$ cat src/rtl/pong_enq_arbiter.sv
// Round-robin arbiter that shares the enq port of one ping-pong FIFO among
// NREQ producers. One producer owns the port at a time for up to MAX_BURST
// beats. Only the owner's handshake is forwarded to the FIFO.
module pong_enq_arbiter #(
  parameter int NREQ      = 4,
  parameter int WIDTH     = 96,
  parameter int MAX_BURST = 4,
  parameter int IDW       = $clog2(NREQ)
) (
  input  logic                  CLK,
  input  logic                  RST,
  input  logic [NREQ-1:0]       req_want_i,
  input  logic [NREQ-1:0]       req_enq_ena_i,
  input  logic [NREQ*WIDTH-1:0] req_enq_v_i,
  output logic [NREQ-1:0]       req_enq_rdy_o,
  output logic                  out_enq_ena_o,
  output logic [WIDTH-1:0]      out_enq_v_o,
  input  logic                  out_enq_rdy_i,
  output logic                  grant_valid_o,
  output logic [IDW-1:0]        grant_id_o,
  output logic                  err_proto_o
);

  localparam int BW = $clog2(MAX_BURST) + 1;

  typedef enum logic {S_IDLE, S_OWNED} state_e;

  state_e          state_q;
  logic [IDW-1:0]  owner_q;
  logic [IDW-1:0]  rr_ptr_q;
  logic [BW-1:0]   burst_q;
  logic            err_q;

  logic            owned;
  logic            fire;
  logic            last_beat;
  logic            release_d;
  logic [IDW-1:0]  owner_inc_d;

  // First requester with want set, scanning from start upward and wrapping.
  // The modulo keeps non-power-of-2 NREQ from ever selecting an index >= NREQ.
  function automatic logic [IDW-1:0] pick(input logic [IDW-1:0]  start,
                                          input logic [NREQ-1:0] want);
    logic [IDW-1:0] sel;
    logic           found;
    int             idx;
    sel   = '0;
    found = 1'b0;
    for (int k = 0; k < NREQ; k++) begin
      idx = (int'(start) + k) % NREQ;
      if (!found && want[IDW'(idx)]) begin
        sel   = IDW'(idx);
        found = 1'b1;
      end
    end
    return sel;
  endfunction

  assign owned       = (state_q == S_OWNED);
  // A beat fires only for the owner, only when the FIFO is ready, never in reset.
  assign fire        = owned & !RST & req_enq_ena_i[owner_q] & out_enq_rdy_i;
  assign last_beat   = (burst_q == BW'(MAX_BURST - 1));
  // Release on the final beat of a burst, or when the owner has gone quiet.
  assign release_d   = owned & ((fire & last_beat) | (!req_want_i[owner_q] & !fire));
  assign owner_inc_d = (owner_q == IDW'(NREQ - 1)) ? '0 : owner_q + IDW'(1);

  // Ready goes only to the owner and mirrors FIFO ready with no added latency.
  always_comb begin
    req_enq_rdy_o = '0;
    if (owned && !RST) req_enq_rdy_o[owner_q] = out_enq_rdy_i;
  end

  assign out_enq_ena_o = fire;
  assign out_enq_v_o   = req_enq_v_i[int'(owner_q)*WIDTH +: WIDTH];
  assign grant_valid_o = owned;
  assign grant_id_o    = owned ? owner_q : '0;
  assign err_proto_o   = err_q;

  // Grant FSM: arbitrate in IDLE, count beats in OWNED, chain owners without a gap.
  always_ff @(posedge CLK) begin
    if (RST) begin
      state_q  <= S_IDLE;
      owner_q  <= '0;
      rr_ptr_q <= '0;
      burst_q  <= '0;
      err_q    <= 1'b0;
    end else begin
      // Any enq from a requester that was not offered ready is a protocol error.
      if (|(req_enq_ena_i & ~req_enq_rdy_o)) err_q <= 1'b1;
      case (state_q)
        S_IDLE: begin
          if (|req_want_i) begin
            owner_q <= pick(rr_ptr_q, req_want_i);
            burst_q <= '0;
            state_q <= S_OWNED;
          end
        end
        S_OWNED: begin
          if (release_d) begin
            rr_ptr_q <= owner_inc_d;
            if (|req_want_i) begin
              // Scan starts after the old owner, so it is considered last.
              owner_q <= pick(owner_inc_d, req_want_i);
              burst_q <= '0;
            end else begin
              owner_q <= '0;
              burst_q <= '0;
              state_q <= S_IDLE;
            end
          end else if (fire) begin
            burst_q <= burst_q + BW'(1);
          end
        end
        default: state_q <= S_IDLE;
      endcase
    end
  end

endmodule

$ cat config.mk
export PLATFORM = sky130hd
export DESIGN_NAME = pong_enq_arbiter
export DESIGN_NICKNAME = d
export VERILOG_FILES = /design/src/rtl/pong_enq_arbiter.sv
export SDC_FILE = /design/constraint.sdc
export NUM_CORES = 1
export LEC_CHECK = 0
export CAP_MARGIN = 10
export CORE_AREA = 5 5 192 194
export DETAILED_ROUTE_END_ITERATION = 12
export DIE_AREA = 0 0 197 199
export SETUP_SLACK_MARGIN = 0.02
export SYNTH_ARGS = -nofsm -noshare
export SYNTH_HDL_FRONTEND = slang
export SYNTH_SLANG_ARGS = --single-unit
export TNS_END_PERCENT = 5
$ cat constraint.sdc
create_clock -name CLK -period 3.3 [get_ports CLK]
set_input_delay 0.99 -clock CLK [delete_from_list [all_inputs] [get_ports CLK]]
set_output_delay 0.99 -clock CLK [all_outputs]
set_load 0.01 [all_outputs]
==> metrics.md, run 1 <==
| Metric | Value |
|---|---|
| Via count | 4,580 |
| Switching power share of the total | 0.356 |
| CP arrival | 2290 ps |
| DR WL met2 | 12,500 µm |
| Post-synth top flop | dfxtp_1 |
| Max_slew headroom | 0.713 |
| Overall Power | 0.00232 W |
| Int Pwr | 0.00149 W |
| I/O pin cnt | 500 |
| Post-route ant nets | 0 |
| Starting Density | 0.0880 |
| Top Metal Used | met4 |
| Nets | 1,126 |
| TritonCTS Buffers | 3 |
| First-pass GRT wire length | 32,600 µm |
| Yosys cell types | 34 |
| Comb pwr share | 0.846 |
| DR iter-0 viols | 173 |
| Worst-path clk slew | 40 ps |
| Period minus WS final | 3280 ps |
| Initial DRT Pass Iterations | 4 |
| Ys Warns | 0 |
| Post-Syn Nets | 628 |
| Met1 Wirelength | 8490 µm |
| Die width | 197 µm |
| Final Max Tran Viols | 0 |
| Yosys top cell by area | mux4_2 |
| Final setup viols | 0 |
| Row Count | 69 |
| Status | completed |
| P_sw | 0.000825 W |
| Largest cells by area after synthesis | mux4_2 (72%), dfxtp_1 (5.8%), ha_1 (2.4%) |
| Crit-path max FO | 1 |
| Highest achievable clock rate | 305 MHz |
| P per Cell Area | 265 nW/µm² |
| DP Wirelength | 21,500 µm |
| Hold Buf Count CTS | 0 |
| Drt total wl | 24,000 µm |
| Synth top cells by count | mux4_2 (98), inv_1 (15), buf_2 (13), clkbuf_1 (13), nor2_1 (11) |
| Drc violations | 0 |
| Max Root-Sink Buffers | 2 |
| CTS sink cnt | 9 |
| Post-Synthesis Cells | 227 |
| Critical path class | input port to output port |
| CTS tree | done |
| Final hold violation count | 0 |
| Sequential area share after synthesis | 0.0584 |
| RSZ-0062 raised after global routing | yes |
| Clock power frac | 0.094 |
| H-tree depth | 1 |
| Req. time, crit path | 2310 ps |
| Gr usage total | 0.109 |
| Area Growth Syn to Fin | 183% |
| Met3 WL | 2570 µm |
| Pin count of the biggest net entering global routing | 56 |
| Number of vias per cell | 3.86 |
| Least-Margin Pin Slew | 426 ps |
| Root Buffer | clkbuf_16 |
| Post-synth ARST share | 0 |
| Core area | 35,100 µm² |
| Count leader, synth | mux4_2 |
| Worst Skew | 2.56 ps |
| Number of global-route vias before repair | 5,174 |
| Leak | 3.19 nW |
| Initial antenna violation count | 1 |
| Maxcap violations | 0 |
| Synth Area per Inst | 13.6 µm² |
| Crit share post-route | 0.993 |
| Non-Filler Instances | 1,186 |
| Drt wl/cell | 20.3 µm |
| Critical Path Source Type | input port |
| DIE AREA | 39,200 µm² |
| Critical Path End Type | output port |
| Placed insts | 1,179 |
| Clock Latency Late Sink | 240 ps |
| Synthesized cell area | 3090 µm² |
| Sequential power share | 0.060 |
| Top cell type's share of synthesized area | 0.715 |
| Die Y | 199 µm |
| Number of synthesized flops with an enable pin | 0 |
| Worst VDD drop | 0.208 mV |
| #FFs+latches synth | 9 |
| PortBufs | 499 |
| Gr ovfl total | 0 |
| Worst Hold Class | flip-flop to flip-flop |
| Placer's final routability congestion estimate | 0.864 |
| Layout cells sized above 1 | 0.181 |
area by class of cell:
| class | instances | area (µm²) |
|---|---|---|
| inverter | 15 | 56.3 |
| fill | 3789 | 26300 |
| clock buffer | 4 | 78.8 |
| multi-input combinational | 175 | 2720 |
| sequential | 9 | 188 |
| tap | 461 | 577 |
| antenna | 1 | 2.50 |
| timing repair buffer | 521 | 5110 |
worst max-delay path, stage by stage:
cell and delay, ps:
clkdlybuf4s50_1 470, mux4_2 520, dlygate4sd2_1 310
power groups by stage:
stage          clock, W  sequential, W  combinational, W
6_report       0.000218       0.000139           0.00196
5_1_grt        0.000228       0.000141           0.00210
4_1_cts        0.000222       0.000138           0.00200
3_5_place_dp          0       0.000140           0.00219
3_3_place_gp          0       0.000139           0.00218
2_1_floorplan         0       0.000131          0.000927
through the flow:
step,hold slack [ps],setup WS (ps),util,cell area [µm²],TNS (ps)
2_1_floorplan,458,541,-,3090,0
3_3_place_gp,470,-235,0.250,8760,-8850
3_5_place_dp,482,-246,0.250,8760,-9030
4_1_cts,489,21.2,0.249,8720,0
5_1_grt,516,13.0,0.249,8740,0
6_report,486,24.4,0.249,8740,0
registers in the layout, indices dropped and copies added (netlist names):
signal	count
burst_q	3
owner_q	2
rr_ptr_q	2
err_proto_o	1
grant_valid_o	1
cells in the final DEF, fill, tap and decap left out, types with 4 or more instances in the layout:
| cell | count |
|---|---|
| nor2_1 | 11 |
| nand2_1 | 9 |
| a21oi_1 | 9 |
| mux2i_1 | 4 |
| buf_12 | 6 |
| inv_1 | 15 |
| o21ai_0 | 9 |
| clkdlybuf4s50_1 | 394 |
| dlygate4sd2_1 | 100 |
| ha_1 | 6 |
| dlymetal6s2s_1 | 4 |
| buf_4 | 16 |
| mux4_2 | 98 |
| dfxtp_1 | 7 |
kinds of logic (layout without fill, tap and decap cells):
family | after synthesis | in the layout | synth area share
mux | 102 | 102 | 0.728
flops | 9 | 9 | 0.0584
buf+inv | 43 | 540 | 0.0600
other cells | 0 | 1 | 0
simple gates | 30 | 30 | 0.0446
fa+ha+maj | 6 | 6 | 0.0243
compound gates | 37 | 37 | 0.0844
path summary, 6_finish.rpt:
| kind | from | endpoint | slack, ps | cells after the start |
|---|---|---|---|---|
| hold / removal | burst_q[1]$_SDFFE_PP0P_ | burst_q[1]$_SDFFE_PP0P_ | 490 | 2 |
| hold reg to reg | burst_q[1]$_SDFFE_PP0P_ | burst_q[1]$_SDFFE_PP0P_ | 490 | 2 |
| setup / recovery | req_enq_v_i[9] | out_enq_v_o[9] | 20 | 3 |
| setup reg to reg | owner_q[0]$_SDFFE_PP0P_ | burst_q[0]$_SDFFE_PP0P_ | 1100 | 7 |
what timing repair did:
action                     in CTS  in global routing
pin swaps                       1                  1
buffers inserted                0                  2
cloned                          0                  0
gates resized for setup       105                  5
setup endpoints to repair     101                  4
routing by layer:
layer	track usage	vias to the layer above
li1	-	2007
met1	0.123	2183
met2	0.201	368
met3	0.0354	22
met4	0.0231	0
met5	0	-
Power figures use the tool's default switching activity.
==> run 2, diff against run 1 <==
--- a/config.mk
+++ b/config.mk
@@ -6,9 +6,13 @@
 export NUM_CORES = 1
 export LEC_CHECK = 0
 export CAP_MARGIN = 10
-export CORE_AREA = 5 5 192 194
+export CELL_PAD_IN_SITES_DETAIL_PLACEMENT = 1
+export CELL_PAD_IN_SITES_GLOBAL_PLACEMENT = 1
+export CORE_AREA = 5 5 189 191
+export CTS_BUF_LIST = sky130_fd_sc_hd__clkbuf_8
 export DETAILED_ROUTE_END_ITERATION = 12
-export DIE_AREA = 0 0 197 199
+export DIE_AREA = 0 0 194 196
+export PLACE_DENSITY_LB_ADDON = 0.1
 export SETUP_SLACK_MARGIN = 0.02
 export SYNTH_ARGS = -nofsm -noshare
 export SYNTH_HDL_FRONTEND = slang
==> run 2 against run 1 <==
Flip-flop and latch count is the same. Largest power group unchanged. Sequential share of layout area about the same. Largest cell class unchanged. Setup slack improved by 7.1 ps. Cell area decreased by 1.2%. Critical path type unchanged. Non-clock buffer count down 8.
==> metrics.md, run 2 (synthesis results as in run 1) <==
| Metric | Value |
|---|---|
| Status | completed (unchanged) |
| Critical path class | input port to output port (unchanged) |
| Setup Slack @ Placement | -264 ps (was -246 ps) |
| Max_slew headroom | 0.685 (was 0.713) |
| TritonCTS Buffers | 3 (unchanged) |
| Period minus WS final | 3270 ps (was 3280 ps) |
| Drt wl/cell | 24.9 µm (was 20.3 µm) |
| Final Max Tran Viols | 0 (unchanged) |
| Worst Skew | 0.880 ps (was 2.56 ps) |
| Core area | 33,900 µm² (was 35,100 µm²) |
| Largest regs | burst_q x3, owner_q x2, rr_ptr_q x2 (unchanged) |
| Final hold violation count | 0 (unchanged) |
| DR iter-0 viols | 166 (was 173) |
| Area Growth Syn to Fin | 180% (was 183%) |
| Placed insts | 1,166 (was 1,179) |
| Worst-path clk slew | 50 ps (was 40 ps) |
| Worst path bufs/invs | 3 (was 2) |
| Critical Path Source Type | input port (unchanged) |
| Nets | 1,118 (was 1,126) |
| Drt total wl | 29,400 µm (was 24,000 µm) |
| H-tree depth | 1 (unchanged) |
| Placement Cell Area | 8680 µm² (was 8760 µm²) |
| Initial DRT Pass Iterations | 4 (unchanged) |
| CP arrival | 2280 ps (was 2290 ps) |
| Switching power share of the total | 0.382 (was 0.356) |
| Via count | 4,570 (was 4,580) |
| CTS tree | done (unchanged) |
| Final setup TNS | 0 ps (unchanged) |
| I/O pin cnt | 500 (unchanged) |
| Int Pwr | 0.00138 W (was 0.00149 W) |
| Post-route cell area | 8630 µm² (was 8740 µm²) |
| Sequential power share | 0.062 (was 0.060) |
| Worst Setup SP | req_enq_ena_i[3] (was req_enq_v_i[9]) |
| Clock power frac | 0.061 (was 0.094) |
| Largest delay share family, worst path | buffers and inverters (unchanged) |
| DP Wirelength | 26,400 µm (was 21,500 µm) |
| Max Root-Sink Buffers | 2 (unchanged) |
| Critical Path End Type | output port (unchanged) |
| Crit-path max FO | 2 (was 1) |
| Post-route ant nets | 0 (unchanged) |
| Starting Density | 0.0909 (was 0.0880) |
| Least-Margin Pin Slew | 469 ps (was 426 ps) |
| Crit share post-route | 0.990 (was 0.993) |
| Max FFs per register | 3 (unchanged) |
| Die width | 194 µm (was 197 µm) |
| Largest Register | burst_q (unchanged) |
| Most frequent cells in the layout | clkdlybuf4s50_1 (397), dlygate4sd2_1 (99), mux4_2 (98), inv_1 (14), nor2_1 (11) (was clkdlybuf4s50_1 (394), dlygate4sd2_1 (100), mux4_2 (98), buf_4 (16), inv_1 (15)) |
| Layout cells sized above 1 | 0.173 (was 0.181) |
| Placer's final routability congestion estimate | 0.905 (was 0.864) |
| Highest achievable clock rate | 306 MHz (was 305 MHz) |
| Final setup viols | 0 (unchanged) |
| Worst Hold Class | flip-flop to flip-flop (unchanged) |
| Cell with the largest stage delay on the worst path | mux4_2 (unchanged) |
| Multi-input gate area | 2720 µm² (unchanged) |
| Cell breakdown of the critical path | clkdlybuf4s50_1, mux4_2, nand2_2, inv_1, clkdlybuf4s15_1 (was clkdlybuf4s50_1, mux4_2, dlygate4sd2_1) |
| Initial antenna violation count | 10 (was 1) |
| First-pass GRT wire length | 39,900 µm (was 32,600 µm) |
| Root Buffer | clkbuf_8 (was clkbuf_16) |
| Pin count of the biggest net entering global routing | 65 (was 56) |
| Comb pwr share | 0.877 (was 0.846) |
| RSZ-0062 raised after global routing | yes (unchanged) |
| Worst r2r src | owner_q[0]$_SDFFE_PP0P_ (unchanged) |
| Number of vias per cell | 3.87 (was 3.86) |
| Non-Filler Instances | 1,181 (was 1,186) |
| CTS sink cnt | 9 (unchanged) |
| Most common cell after layout, fill and taps aside | clkdlybuf4s50_1 (unchanged) |
| Register Area | 188 µm² (unchanged) |
| Hold Startpoint | burst_q[1]$_SDFFE_PP0P_ (unchanged) |
| Max incr delay on CP | 520 ps (about the same) |
| Fillers | 3,847 (was 3,789) |
| PortBufs | 499 (unchanged) |
| Req. time, crit path | 2310 ps (about the same) |
| P_sw | 0.000851 W (was 0.000825 W) |
| Gr usage total | 0.142 (was 0.109) |
| Number of global-route vias before repair | 5,091 (was 5,174) |
| DIE AREA | 38,000 µm² (was 39,200 µm²) |
| Die Y | 196 µm (was 199 µm) |
| Row Count | 68 (was 69) |
| Leak | 3.08 nW (was 3.19 nW) |
| Gr ovfl total | 0 (unchanged) |
| Final WS setup | 31.5 ps (was 24.4 ps) |
| P per Cell Area | 258 nW/µm² (was 265 nW/µm²) |
| Maxcap violations | 0 (unchanged) |
| Drc violations | 0 (unchanged) |
| Worst VDD drop | 0.110 mV (was 0.208 mV) |
| Clock Latency Late Sink | 230 ps (was 240 ps) |
| R2R Setup Slk | 1020 ps (was 1100 ps) |
## run 2: cell type report
type                    count  share of cell area
repair buffers            513               0.582
multi-input cells         175               0.315
well taps                 455              0.0659
flip-flops and latches      9              0.0217
inverters                  15             0.00652
clock buffers               3             0.00478
diodes                     10             0.00290
clock inverters             1            0.000580
## run 2: stage by stage
step                      hold WS [ps]  total power (W)   util
after floorplan                    458          0.00106      -
after global placement             465          0.00234  0.256
after detailed placement           511          0.00234  0.256
after CTS                          519          0.00229  0.254
after global routing               543          0.00237  0.254
final                              511          0.00223  0.254
## run 2: metal layers
metal,vias up,share of wire,wire [µm],track usage
li1,2000,-,-,-
met1,2271,0.36,10500,0.153
met2,279,0.55,16100,0.274
met3,16,0.085,2490,0.0474
met4,4,0.010,300,0.0227
met5,-,0.00092,27,0
## run 2: worst paths after layout
kind | to | depth (start not counted)
worst max register to register | burst_q[0]$_SDFFE_PP0P_ | 7
worst min-delay path | burst_q[1]$_SDFFE_PP0P_ | 2
worst max-delay path | out_enq_ena_o | 5
worst min register to register | burst_q[1]$_SDFFE_PP0P_ | 2
## run 2: worst min-delay path, delay by kind of cell (launching register included)
family                 cells  cell delay [ps]
DFF                        1              320
AOI/OAI and AO/OA          1               80
buffers and inverters      1               60
## run 2: timing repair
action | in CTS | in global routing
hold endpoints to repair | 0 | 0
setup buffers | 1 | 0
pin swaps | 1 | 0
endpoints found under the setup margin | 101 | 2
gates resized for setup | 107 | 1
hold buffers | 0 | 0
## run 2: power by group through the flow
stage / clock [W] / combinational [W] / sequential [W]
2_1_floorplan: 0 / 0.000927 / 0.000131
3_3_place_gp: 0 / 0.00220 / 0.000141
3_5_place_dp: 0 / 0.00220 / 0.000141
4_1_cts: 0.000140 / 0.00201 / 0.000139
5_1_grt: 0.000147 / 0.00208 / 0.000141
6_report: 0.000136 / 0.00196 / 0.000138
==> run 3, diff against run 2 <==
--- a/config.mk
+++ b/config.mk
@@ -9,11 +9,12 @@
 export CELL_PAD_IN_SITES_DETAIL_PLACEMENT = 1
 export CELL_PAD_IN_SITES_GLOBAL_PLACEMENT = 1
 export CORE_AREA = 5 5 189 191
-export CTS_BUF_LIST = sky130_fd_sc_hd__clkbuf_8
+export CTS_BUF_LIST = sky130_fd_sc_hd__clkbuf_4 sky130_fd_sc_hd__clkbuf_8
 export DETAILED_ROUTE_END_ITERATION = 12
 export DIE_AREA = 0 0 194 196
 export PLACE_DENSITY_LB_ADDON = 0.1
 export SETUP_SLACK_MARGIN = 0.02
+export SLEW_MARGIN = 20
 export SYNTH_ARGS = -nofsm -noshare
 export SYNTH_HDL_FRONTEND = slang
 export SYNTH_SLANG_ARGS = --single-unit
==> constraint.sdc (replaced) <==
create_clock -name CLK -period 3.3 [get_ports CLK]
set_input_delay 0.825 -clock CLK [delete_from_list [all_inputs] [get_ports CLK]]
set_output_delay 0.825 -clock CLK [all_outputs]
set_load 0.01 [all_outputs]
==> run 3 against run 2 <==
Core utilization grew 0.54 points. First-iteration DRC count rose by 21%. Total power up 11%. Global-route usage grew 0.43 points. Clock power hardly changed. Count of clock-buffer cells in the layout rose by 1. Die area is the same. Clock skew hardly changed. Final cell count is 0.34% higher. Critical path depth did not move. Flip-flop and latch count stayed put. Hold slack worse by 0.56 ps.
==> metrics.md, run 3 (synthesis results as in run 1) <==
| Metric | Value |
|---|---|
| Root Buffer | clkbuf_8 (unchanged) |
| Critical path depth in cells | 5 (unchanged) |
| Period minus WS final | 3240 ps (was 3270 ps) |
| Drt total wl | 30,500 µm (was 29,400 µm) |
| PortBufs | 499 (unchanged) |
| Hold Buf Count CTS | 0 (unchanged) |
| Nets | 1,123 (was 1,118) |
| Worst-path clk slew | 40 ps (was 50 ps) |
| Status | completed (unchanged) |
| Worst path bufs/invs | 3 (unchanged) |
| Initial DRT Pass Iterations | 4 (unchanged) |
| Initial antenna violation count | 9 (was 10) |
| Row Count | 68 (unchanged) |
| Crit-path most repeated cell | clkdlybuf4s50_1 |
| Die Y | 196 µm (unchanged) |
| Post_cts resized | 0 (was 107) |
| Die width | 194 µm (unchanged) |
| Pin count of the biggest net entering global routing | 52 (was 65) |
| Critical Path Source Type | input port (unchanged) |
| Gr ovfl total | 0 (unchanged) |
| Largest Register | burst_q (unchanged) |
| TritonCTS Buffers | 3 (unchanged) |
| CTS tree | done (unchanged) |
| Starting Density | 0.0909 (unchanged) |
| Via count | 4,608 (was 4,570) |
| Hold Path Cell Cnt | 2 (unchanged) |
| Post-route ant nets | 0 (unchanged) |
| Req. time, crit path | 2470 ps (was 2310 ps) |
| Critical path class | input port to output port (unchanged) |
| CP arrival | 2420 ps (was 2280 ps) |
| Worst Hold Class | flip-flop to flip-flop (unchanged) |
| Highest achievable clock rate | 308 MHz (was 306 MHz) |
| Number of vias per cell | 3.89 (was 3.87) |
| Final Max Tran Viols | 0 (unchanged) |
| Max FFs per register | 3 (unchanged) |
| Final setup TNS | 0 ps (unchanged) |
| Drc violations | 0 (unchanged) |
| Crit-path max FO | 3 (was 2) |
| P per Cell Area | 282 nW/µm² (was 258 nW/µm²) |
| Most common cell after layout, fill and taps aside | clkdlybuf4s50_1 (unchanged) |
| Final setup viols | 0 (unchanged) |
| Final hold violation count | 0 (unchanged) |
| DR iter-0 viols | 201 (was 166) |
| Largest regs | burst_q x3, owner_q x2, rr_ptr_q x2 (unchanged) |
| Least-Margin Pin Slew | 476 ps (was 469 ps) |
| I/O pin cnt | 500 (unchanged) |
| Maxcap violations | 0 (unchanged) |
| DIE AREA | 38,000 µm² (unchanged) |
| Critical Path End Type | output port (unchanged) |
| Max_slew headroom | 0.680 (was 0.685) |
| Gr usage total | 0.147 (was 0.142) |
| Drt wl/cell | 25.7 µm (was 24.9 µm) |
| Area Growth Syn to Fin | 186% (was 180%) |
| Max incr delay on CP | 500 ps (was 520 ps) |
| Cell with the largest stage delay on the worst path | mux4_2 (unchanged) |
| Worst Skew | 1.36 ps (was 0.880 ps) |
| Number of global-route vias before repair | 5,149 (was 5,091) |
| Leak | 2.97 nW (was 3.08 nW) |
| FF-to-FF path depth | 8 (was 7) |
| Layout cells sized above 1 | 0.175 (was 0.173) |
| Non-Filler Instances | 1,185 (was 1,181) |
| Cell breakdown of the critical path | clkdlybuf4s50_1, mux4_2, nand2_1, inv_1, clkdlybuf4s50_1 (was clkdlybuf4s50_1, mux4_2, nand2_2, inv_1, clkdlybuf4s15_1) |
| Clock Latency Late Sink | 230 ps (about the same) |
| Worst VDD drop | 0.112 mV (was 0.110 mV) |
| Most frequent cells in the layout | clkdlybuf4s50_1 (499), mux4_2 (98), inv_1 (15), buf_4 (13), nor2_1 (11) (was clkdlybuf4s50_1 (397), dlygate4sd2_1 (99), mux4_2 (98), inv_1 (14), nor2_1 (11)) |
| Core area | 33,900 µm² (unchanged) |
| First-pass GRT wire length | 40,800 µm (was 39,900 µm) |
| DP Wirelength | 27,400 µm (was 26,400 µm) |
| RSZ-0062 raised after global routing | no (was yes) |
| Placed insts | 1,172 (was 1,166) |
| Placer's final routability congestion estimate | 0.897 (was 0.905) |
| Crit share post-route | 0.983 (was 0.990) |
| CTS sink cnt | 9 (unchanged) |
| Largest delay share family, worst path | buffers and inverters (unchanged) |
| H-tree depth | 1 (unchanged) |
| Max Root-Sink Buffers | 2 (unchanged) |
| Setup Buffers After CTS | 0 (was 1) |
[run 3: final cells by class]
class	instances	area, µm²
repair buffers	518	5210
well taps	455	569
fillers	3802	25100
clock buffers	4	48.8
inverters	15	56.3
flip-flops and latches	9	188
multi-input cells	175	2720
diodes	9	22.5
[run 3: routing by layer]
metal  vias to the layer above  global-route usage  routed length (µm)
met3                        18              0.0519                2870
met5                         -                   0                   0
met2                       310               0.277               16500
li1                       2008                   -                   -
met4                         0              0.0307                 416
met1                      2272               0.157               10700
[run 3: final timing paths]
check | end | startpoint | slack [ps]
worst min register to register | burst_q[1]$_SDFFE_PP0P_ | burst_q[1]$_SDFFE_PP0P_ | 510
worst min-delay path | burst_q[1]$_SDFFE_PP0P_ | burst_q[1]$_SDFFE_PP0P_ | 510
worst max register to register | owner_q[1]$_SDFFE_PP0P_ | owner_q[1]$_SDFFE_PP0P_ | 1100
worst max-delay path | out_enq_ena_o | req_enq_ena_i[1] | 60
[run 3: where the power goes]
group	leakage (nW)	internal (W)	switching [W]
clock network	0.0262	0.0000923	0.0000420
logic	2.87	0.00140	0.000801
registers	0.0753	0.000121	0.0000312
total	2.97	0.00161	0.000875
[run 3: metrics by stage]
stage	total power (W)	hold slack (ps)	util	setup slack, ps	instance area [µm²]
global placement	0.00238	465	0.258	63.7	8750
finish	0.00248	510	0.260	55.4	8820
detailed placement	0.00240	510	0.258	50.8	8750
global route	0.00263	539	0.260	21.1	8810
CTS	0.00254	517	0.259	46.3	8790
floorplan	0.00106	458	-	842	3090
[run 3: worst register-to-register path: stages (launching register included)]
cell,delay [ps]
dfxtp_4,450
buf_12,270
inv_1,130
ha_1,450
o21ai_0,180
o21ai_0,110
a22o_1,160
o211ai_1,80
a311oi_1,280
